==> src/rtl/viterbi_pkg.sv <==
// viterbi_pkg: shared defaults, FSM state codes and the trellis branch-symbol helper
package viterbi_pkg;
  localparam int K_DEF = 3;
  localparam logic [7:0] G0_DEF = 8'o07;
  localparam logic [7:0] G1_DEF = 8'o05;
  localparam logic [1:0] ST_FILL = 2'd0;
  localparam logic [1:0] ST_RUN = 2'd1;
  localparam logic [1:0] ST_FLUSH = 2'd2;
  function automatic logic [1:0] branch_sym(input logic [7:0] s, input logic b, input logic [7:0] g0,
                                            input logic [7:0] g1);
    logic [7:0] r;
    r = {s[6:0], b};
    return {^(r & g0), ^(r & g1)};
  endfunction
endpackage

==> src/rtl/viterbi_acs.sv <==
// viterbi_acs: compare-select of two candidate path metrics
//  i_c0/i_c1 candidate metrics via predecessor x=0/x=1
//  o_metric  surviving metric; o_dec = 1 when x=1 wins (ties keep x=0)
module viterbi_acs #(
  parameter int W = 8
) (
  input  logic [W-1:0] i_c0,
  input  logic [W-1:0] i_c1,
  output logic [W-1:0] o_metric,
  output logic         o_dec
);
  assign o_dec = i_c1 < i_c0;
  assign o_metric = o_dec ? i_c1 : i_c0;
endmodule

==> src/rtl/viterbi_decoder.sv <==
// viterbi_decoder: hard-decision register-exchange Viterbi decoder for rate-1/2 conv code
//  clk, rst          clock, synchronous active-high reset
//  sym_in/sym_valid  received {y0,y1} symbol; accepted when sym_ready
//  flush             pulse to drain the remaining bits; busy while draining
//  bit_out/bit_valid decoded bit stream, oldest first
//  best_metric       minimum path metric, present only with VITERBI_METRIC_OUT_EN defined
module viterbi_decoder
  import viterbi_pkg::*;
#(
  parameter int         K        = K_DEF,
  parameter logic [7:0] G0_OCT   = G0_DEF,
  parameter logic [7:0] G1_OCT   = G1_DEF,
  parameter int         TB_DEPTH = 15,
  parameter int         METRIC_W = 8
) (
  input  logic       clk,
  input  logic       rst,
  input  logic [1:0] sym_in,
  input  logic       sym_valid,
  output logic       sym_ready,
  input  logic       flush,
  output logic       bit_out,
  output logic       bit_valid,
  output logic       busy
`ifdef VITERBI_METRIC_OUT_EN
  ,
  output logic [METRIC_W-1:0] best_metric
`endif
);
  localparam int M = K - 1;
  localparam int NS = 1 << M;
  localparam int D = TB_DEPTH;
  localparam int CW = $clog2(D + 1);
  localparam logic [METRIC_W-1:0] M_INIT = METRIC_W'(1) << (METRIC_W - 2);
  logic [METRIC_W-1:0] r_metric [NS];
  logic [D-1:0] r_path [NS];
  logic [CW-1:0] r_cnt, r_rem;
  logic [1:0] r_state;
  logic r_bit_out, r_bit_valid;
  logic [METRIC_W-1:0] w_acs [NS];
  logic [METRIC_W-1:0] w_new [NS];
  logic [D-1:0] w_path [NS];
  logic [M-1:0] w_best;
  logic [CW-1:0] w_cnt_nx;
  logic w_norm, w_acc, w_to_run, w_emit_run, w_emit_fl, w_start, w_init;
  for (genvar n = 0; n < NS; n++) begin : g_acs
    localparam int P0 = n >> 1;
    localparam int P1 = P0 + (1 << (M - 1));
    localparam logic B = (n % 2) == 1;
    logic [1:0] w_e0, w_e1;
    logic w_dec;
    assign w_e0 = branch_sym(8'(P0), B, G0_OCT, G1_OCT) ^ sym_in;
    assign w_e1 = branch_sym(8'(P1), B, G0_OCT, G1_OCT) ^ sym_in;
    viterbi_acs #(.W(METRIC_W)) u_acs (
      .i_c0    (r_metric[P0] + METRIC_W'(w_e0[1]) + METRIC_W'(w_e0[0])),
      .i_c1    (r_metric[P1] + METRIC_W'(w_e1[1]) + METRIC_W'(w_e1[0])),
      .o_metric(w_acs[n]),
      .o_dec   (w_dec)
    );
    assign w_path[n] = {w_dec ? r_path[P1][D-2:0] : r_path[P0][D-2:0], B};
  end
  // clearing the MSB only when all metrics have it set keeps their ordering intact
  always_comb begin
    w_norm = 1'b1;
    for (int s = 0; s < NS; s++) w_norm = w_norm & w_acs[s][METRIC_W-1];
    for (int s = 0; s < NS; s++) w_new[s] = w_norm ? {1'b0, w_acs[s][METRIC_W-2:0]} : w_acs[s];
    w_best = '0;
    for (int s = 1; s < NS; s++) w_best = w_new[s] < w_new[w_best] ? M'(s) : w_best;
  end
  assign w_acc = sym_valid && r_state != ST_FLUSH;
  assign w_cnt_nx = r_cnt + CW'(w_acc && r_state == ST_FILL);
  // the D-th symbol both fills the survivors and yields the first bit
  assign w_to_run = r_state == ST_RUN || w_cnt_nx == CW'(D);
  assign w_emit_run = w_acc && w_to_run;
  assign w_start = flush && r_state != ST_FLUSH;
  assign w_emit_fl = r_state == ST_FLUSH && r_rem != '0;
  // reinit on the edge that drains the last bit, or at once when nothing is left
  assign w_init = r_state == ST_FLUSH && r_rem <= CW'(1);
  always_ff @(posedge clk) begin
    if (rst || w_init) begin
      for (int s = 0; s < NS; s++) begin
        r_metric[s] <= s == 0 ? '0 : M_INIT;
        r_path[s] <= '0;
      end
      r_cnt <= '0;
      r_state <= ST_FILL;
    end else begin
      if (w_acc) begin
        r_metric <= w_new;
        r_path <= w_path;
        r_cnt <= w_cnt_nx;
      end
      r_state <= w_start ? ST_FLUSH : w_emit_run ? ST_RUN : r_state;
    end
  end
  always_ff @(posedge clk) begin
    if (rst) begin
      r_bit_out <= 1'b0;
      r_bit_valid <= 1'b0;
      r_rem <= '0;
    end else begin
      r_bit_valid <= w_emit_run || w_emit_fl;
      r_bit_out <= w_emit_run ? w_path[w_best][D-1] : w_emit_fl ? r_path[0][r_rem - CW'(1)] : r_bit_out;
      r_rem <= w_start ? (w_to_run ? CW'(D - 1) : w_cnt_nx) : w_emit_fl ? r_rem - CW'(1) : r_rem;
    end
  end
`ifdef VITERBI_METRIC_OUT_EN
  logic [METRIC_W-1:0] r_best_metric;
  always_ff @(posedge clk) r_best_metric <= rst ? '0 : w_acc ? w_new[w_best] : r_best_metric;
  assign best_metric = r_best_metric;
`endif
  assign sym_ready = r_state != ST_FLUSH;
  assign busy = r_state == ST_FLUSH;
  assign bit_out = r_bit_out;
  assign bit_valid = r_bit_valid;
endmodule

==> config.mk <==
export PLATFORM = sky130hd
export DESIGN_NAME = viterbi_decoder
export DESIGN_NICKNAME = d
export VERILOG_FILES = /design/src/rtl/viterbi_pkg.sv /design/src/rtl/viterbi_acs.sv /design/src/rtl/viterbi_decoder.sv
export SDC_FILE = /design/constraint.sdc
export NUM_CORES = 1
export LEC_CHECK = 0
export CAP_MARGIN = 20
export CORE_MARGIN = 1.5
export CORE_UTILIZATION = 40
export DETAILED_ROUTE_END_ITERATION = 8
export PLACE_DENSITY = 0.58
export SYNTH_ARGS = -nofsm -noshare
export SYNTH_HDL_FRONTEND = slang
export SYNTH_HIERARCHICAL = 1
export SYNTH_SLANG_ARGS = --single-unit
export TNS_END_PERCENT = 100
==> constraint.sdc <==
create_clock -name clk -period 9.6 [get_ports clk]
set_input_delay 1.92 -clock clk [delete_from_list [all_inputs] [get_ports clk]]
set_output_delay 1.92 -clock clk [all_outputs]
set_load 0.05 [all_outputs]
==> impl_metrics.yaml, run 1 <==
status:
  status: "finished, final reports clean"
synth:
  synth_cell_types: 60
  ys_seq_area_frac: 0.269
  synth_cells: 835
  synth_area_leaders: "dfxtp_1, ha_1, mux2i_1, mux2_2, a211oi_1"
  ys_seq_elements: 96
  synth-main-ff-cell: "dfxtp_1"
  synth-edff-count: 0
  async_reset_ff_frac: 0
  yosysWarnings: 6
  synth.avg_cell_area_sq_um: 8.55
  syn_nets: 913
  synth_top_cell_by_area: "dfxtp_1"
  synth_area_sq_mm: 0.00714
  synth_top_area_frac: 0.269
sta:
  fin_tns_setup_ns: 0
  finalCriticalPeriod_ns: 9.00
  fin_crit_sh: 0.937
  rsz0062_at_grt: "no"
  finalSetupViolations: 0
  slew_violations: 0
  hold_viol_final: 0
  worst_slew_pin_slew_ns: 0.993
  finalWorstSetupSlack_ns: 0.602
  fmax_mhz: 111
  relSlewSlack: 0.338
  fin_skew_ns: 0.00666
placed_design:
  post-place-ws_ns: 0.0245
  dp_hpwl_microns: 12200
  placed_cells: 1032
  place.gp.congestion: 0.889
  portBuffers: 9
grt:
  grt_use_total: 0.189
  grt_overflow: 0
  antenna_found_initial: 0
  grt_pass1_wl_microns: 27900
  grt_start_max_net_pins: 105
  grt_pass1_vias: 5470
clocking:
  htreeDepth: 3
  cts.clk_slew.worst_paths_ns: 0.07
  clock-sinks: 96
  postCtsHoldBufs: 0
  cts_tree: "yes"
  cts_buffer_depth: 2
  cts_buffers: 9
  clock-root-buffer: "clkbuf_16"
  clock_latency_ns: 0.36
critical_path:
  critPathMostFrequentCell: "ha_1"
  crit_path_start_kind: "input port"
  cp_max_fo: 14
  r2r_end: "bit_out"
  path_class: "in2reg"
  r2r_setup_slack_ns: 2.40
  crit_path_max_incr_delay_ns: 0.48
  endpoint_kind: "register"
  critPathSlowestCell: "fa_1"
  reg2regPathDepth: 34
  crit_start: "sym_in[0]"
  required_ns: 9.84
  r2r-start: "r_metric[24]"
  cp_data_arrival_time_ns: 9.24
  crit_family: "compound AO/OA/AOI/OAI gates"
  cp_num_buf_inv: 5
die:
  coreArea_sq_mm: 0.0174
  dieArea_sq_mm: 0.0187
  dieWidth_microns: 137
  rows: 48
  pin_count: 10
  start_util: 0.412
  die_y_microns: 137
pwr:
  p_clk_frac: 0.181
  power_uw: 1960
  vdd_drop_max_mv: 0.140
  power_density_mw_per_mm2: 253
  p_leak_uw: 0.00315
  pwr-share-comb: 0.574
  p_switching_uw: 839
  intPower_uw: 1120
  seq_power_share: 0.245
  p_sw_frac: 0.428
detailed_routing:
  ant_nets: 0
  wl_per_cell_microns: 15.8
  drt-total-wl_microns: 16700
  vias: 5617
  drt_iter0_drc: 390
  vias_per_cell: 5.33
  firstDrtPassIters: 4
  drc_errors: 0
hold_path:
  worstHoldStart: "r_metric[24]"
  worstHoldPathType: "reg2reg"
  whs_endpoint: "r_metric[24]"
  min_path_cells: 2
cells_and_area:
  mostFrequentLayoutCell: "nand2_1"
  finalNonFillerCells: 1053
  drive_above_1_share: 0.105
  fin_nets: 901
  n_antenna_cell: 0
  syn_to_final_growth_pct: 8.36
  final_cell_mix: "nand2_1, dfxtp_1, nor2_1"
run:
  maxCapViolations: 0
## cell type report
| class | instances | area, sq um |
|---|---|---|
| clock buffer | 10 | 229 |
| clock inverter | 6 | 50.0 |
| fill | 1733 | 9620 |
| inverter | 62 | 233 |
| multi-input combinational | 634 | 4850 |
| sequential | 96 | 1920 |
| tap | 225 | 282 |
| timing repair buffer | 20 | 173 |
## per-layer routing
layer | global-route usage | part of all wire | up-vias
li1 | - | - | 2895
met1 | 0.255 | 0.49 | 2669
met2 | 0.313 | 0.47 | 38
met3 | 0.0344 | 0.022 | 15
met4 | 0.0431 | 0.014 | 0
met5 | 0 | 0 | -
## logic make-up after synthesis
kind of cell	share of synthesized area
flip-flops	0.269
buffers and inverters	0.0573
XOR/XNOR	0.0674
AO/OA/AOI/OAI	0.174
AND/OR/NAND/NOR	0.153
adder cells (fa/ha/maj)	0.137
multiplexers	0.143
## power by group through the flow
stage / combinational [uW] / sequential (uW) / clock [uW]
6_report: 1130 / 480 / 354
4_1_cts: 1110 / 479 / 365
5_1_grt: 1240 / 486 / 377
2_1_floorplan: 915 / 478 / 0
3_3_place_gp: 1100 / 488 / 0
3_5_place_dp: 1110 / 489 / 0
## flip-flops by register name (all words and copies together), names as in the netlist
signal / cells
r_path: 52
r_metric: 32
r_state: 2
r_cnt: 4
bit_valid: 1
bit_out: 1
r_rem: 4
## per-stage QoR
step	cell area [sq um]	hold WS (ns)	util
6_report	7740	0.462	0.446
4_1_cts	7690	0.465	0.443
3_5_place_dp	7410	0.455	0.427
2_1_floorplan	7140	0.436	-
5_1_grt	7740	0.492	0.446
3_3_place_gp	7410	0.452	0.427
## Yosys cell counts (2+ instances only)
| cell | count |
|---|---|
| a2111oi_4 | 4 |
| a211o_1 | 5 |
| a211oi_1 | 50 |
| a21o_1 | 6 |
| a21oi_1 | 49 |
| a22oi_1 | 2 |
| a31oi_1 | 3 |
| and3_1 | 3 |
| and4_1 | 4 |
| buf_1 | 3 |
| clkbuf_1 | 39 |
| dfxtp_1 | 96 |
| fa_1 | 10 |
| ha_1 | 62 |
| inv_1 | 60 |
| inv_2 | 2 |
| mux2_2 | 34 |
| mux2i_1 | 58 |
| mux4_2 | 2 |
| nand2_1 | 99 |
| nand2b_1 | 6 |
| nand3_1 | 22 |
| nand3b_1 | 4 |
| nand4_1 | 10 |
| nor2_1 | 80 |
| nor2b_1 | 4 |
| nor3_1 | 4 |
| nor3b_1 | 3 |
| o21a_1 | 9 |
| o21ai_0 | 8 |
| o21ai_1 | 8 |
| o31ai_4 | 4 |
| or2_2 | 2 |
| xnor2_1 | 30 |
| xor2_1 | 25 |
## how the worst max path moves through the flow
stage | endpoint | slack (ns) | cells after the start
3_5_place_dp | bit_out | 0.02 | 36
3_3_place_gp | bit_out | 0.21 | 35
4_1_cts | bit_out | 0.40 | 36
6_report | bit_out | 0.60 | 35
5_1_grt | bit_out | 0.07 | 37
2_1_floorplan | bit_out | 0.91 | 37
## worst register-to-register path, delay by kind of cell (launching register included)
family	cells	cell delay [ns]
AOI/OAI and AO/OA	12	2.56
xor gates and xnor gates	1	0.22
adders and majority gates	6	1.86
buffers and inverters	4	0.28
DFF	1	0.33
muxes	2	0.59
and+or+nand+nor	9	1.24
## repair_timing
action	in CTS	in global routing
setup buffers	0	4
endpoints found under the setup margin	0	1
resized for setup	0	2
Note: power is estimated with default switching activity, not from simulation.
==> run 2, diff against run 1 <==
Settings changed: PLACE_DENSITY 0.58 to 0.56.
==> impl_metrics.yaml, run 2 (synthesis results as in run 1) <==
die:
  coreArea_sq_mm: 0.0174
  rows: 48
  dieArea_sq_mm: 0.0187
  start_util: 0.412
  dieWidth_microns: 137
  pin_count: 10
  die_y_microns: 137
critical_path:
  endpoint_kind: "register"
  r2r_end: "bit_out"
  required_ns: 9.84
  critPathSlowestCell: "fa_1"
  path_class: "in2reg"
  cp_max_fo: 14
  reg2regPathDepth: 33
  cp_data_arrival_time_ns: 9.33
  critPathMostFrequentCell: "ha_1"
  crit_path_max_incr_delay_ns: 0.51
  r2r_setup_slack_ns: 2.32
  crit_path_start_kind: "input port"
  r2r-start: "r_metric[24]"
clocking:
  cts.clk_slew.worst_paths_ns: 0.07
  cts_buffer_depth: 2
  cts_setup_buffers: 0
  clock-root-buffer: "clkbuf_16"
  htreeDepth: 3
  clock_latency_ns: 0.36
  cts_tree: "yes"
  clock-sinks: 96
  cts_buffers: 9
detailed_routing:
  drt_iter0_drc: 271
  wl_per_cell_microns: 15.8
  drc_errors: 0
  vias: 5640
  vias_per_cell: 5.37
  drt-total-wl_microns: 16600
  ant_nets: 0
  firstDrtPassIters: 4
sta:
  relSlewSlack: 0.357
  fin_crit_sh: 0.947
  finalWorstSetupSlack_ns: 0.510
  finalSetupViolations: 0
  fin_skew_ns: 0.0117
  slew_violations: 0
  hold_viol_final: 0
  whs_ns: 0.461
  worst_slew_pin_slew_ns: 0.964
  finalCriticalPeriod_ns: 9.09
  fmax_mhz: 110
pwr:
  vdd_drop_max_mv: 0.148
  p_clk_frac: 0.196
  p_switching_uw: 841
  power_density_mw_per_mm2: 256
  p_sw_frac: 0.423
  seq_power_share: 0.241
  intPower_uw: 1150
  p_leak_uw: 0.00316
  pwr-share-comb: 0.562
grt:
  antenna_found_initial: 0
  grt_pass1_vias: 5394
  grt_start_max_net_pins: 102
  grt_pass1_wl_microns: 27600
  grt_use_total: 0.188
  grt_overflow: 0
cells_and_area:
  top_regs: "r_path (52), r_metric (32)"
  n_antenna_cell: 0
  mostFrequentLayoutCell: "nand2_1"
  fin_util: 0.447
  final_cell_mix: "nand2_1, dfxtp_1, nor2_1"
  syn_to_final_growth_pct: 8.57
  regMostFlops: "r_path"
  drive_above_1_share: 0.103
  largest_reg_flops: 52
  fin_nets: 898
  n_fill_cell: 1755
status:
  status: "finished, final reports clean"
hold_path:
  worstHoldPathType: "reg2reg"
  whs_endpoint: "r_metric[24]"
  min_path_cells: 2
  worstHoldStart: "r_metric[24]"
placed_design:
  post-place-ws_ns: -0.0202
  portBuffers: 9
  dp_hpwl_microns: 12100
  place.gp.congestion: 0.837
run:
  maxCapViolations: 0
==> run 2: changes by cell type in the layout (fill, tap and decap cells not counted), sizes merged <==
cell / previous run / this run
o31ai: 6 / 5
bufinv: 0 / 1
clkbuf: 10 / 9
buf: 11 / 9
clkinvlp: 1 / 0
clkinv: 1 / 2
==> run 2: critical path: cells and delay by family <==
kind / cells / cell delay (ns)
multiplexers: 2 / 0.60
AO/OA/AOI/OAI: 12 / 2.65
buffers and inverters: 5 / 0.81
adder cells (fa/ha/maj): 6 / 1.89
AND/OR/NAND/NOR: 8 / 1.27
XOR/XNOR: 1 / 0.21
==> run 2: area by class of cell <==
| cell class | instances | area, sq um | area share |
|---|---|---|---|
| multi-input cells | 633 | 4840 | 0.624 |
| well taps | 225 | 282 | 0.0363 |
| repair buffers | 18 | 158 | 0.0203 |
| clock buffers | 9 | 225 | 0.0290 |
| flip-flops and latches | 96 | 1920 | 0.248 |
| inverters | 62 | 233 | 0.0300 |
| clock inverters | 7 | 95.1 | 0.0123 |
==> run 2: worst max-delay path by stage <==
stage                     depth (start not counted)  endpoint  slack, ns  startpoint
final                                            34   bit_out       0.51   sym_in[0]
after global routing                             38   bit_out      -0.02   sym_in[0]
after CTS                                        35   bit_out       0.35   sym_in[0]
after detailed placement                         35   bit_out      -0.02   sym_in[0]
after global placement                           35   bit_out       0.16   sym_in[0]
after floorplan                                  37   bit_out       0.91   sym_in[0]
==> run 2: layer usage <==
layer	share of wire	GRT usage	vias up
li1	-	-	2873
met3	0.029	0.0285	14
met4	0.013	0.0455	0
met2	0.46	0.310	82
met1	0.49	0.259	2671
met5	0	0	-
==> run 2: what timing repair did <==
action	4_1_cts	5_1_grt
hold endpoints to repair	0	0
endpoints found under the setup margin	0	1
hold buffers	0	0
resized for setup	0	3
==> run 2: metrics by stage <==
step           cell area [sq um]  total power [uW]  instances  setup TNS, ns
5_1_grt                     7750              2140       1050        -0.0226
4_1_cts                     7740              1990       1050              0
6_report                    7750              1990       1050              0
3_5_place_dp                7420              1600       1034        -0.0202
2_1_floorplan               7140              1390        835              0
3_3_place_gp                7420              1590       1034              0
==> run 2: power groups by stage <==
stage                     sequential, uW  combinational (uW)  clock [uW]
final                                479                1120         390
after detailed placement             489                1110           0
after CTS                            480                1120         399
after global placement               489                1100           0
after floorplan                      478                 915           0
after global routing                 486                1240         415
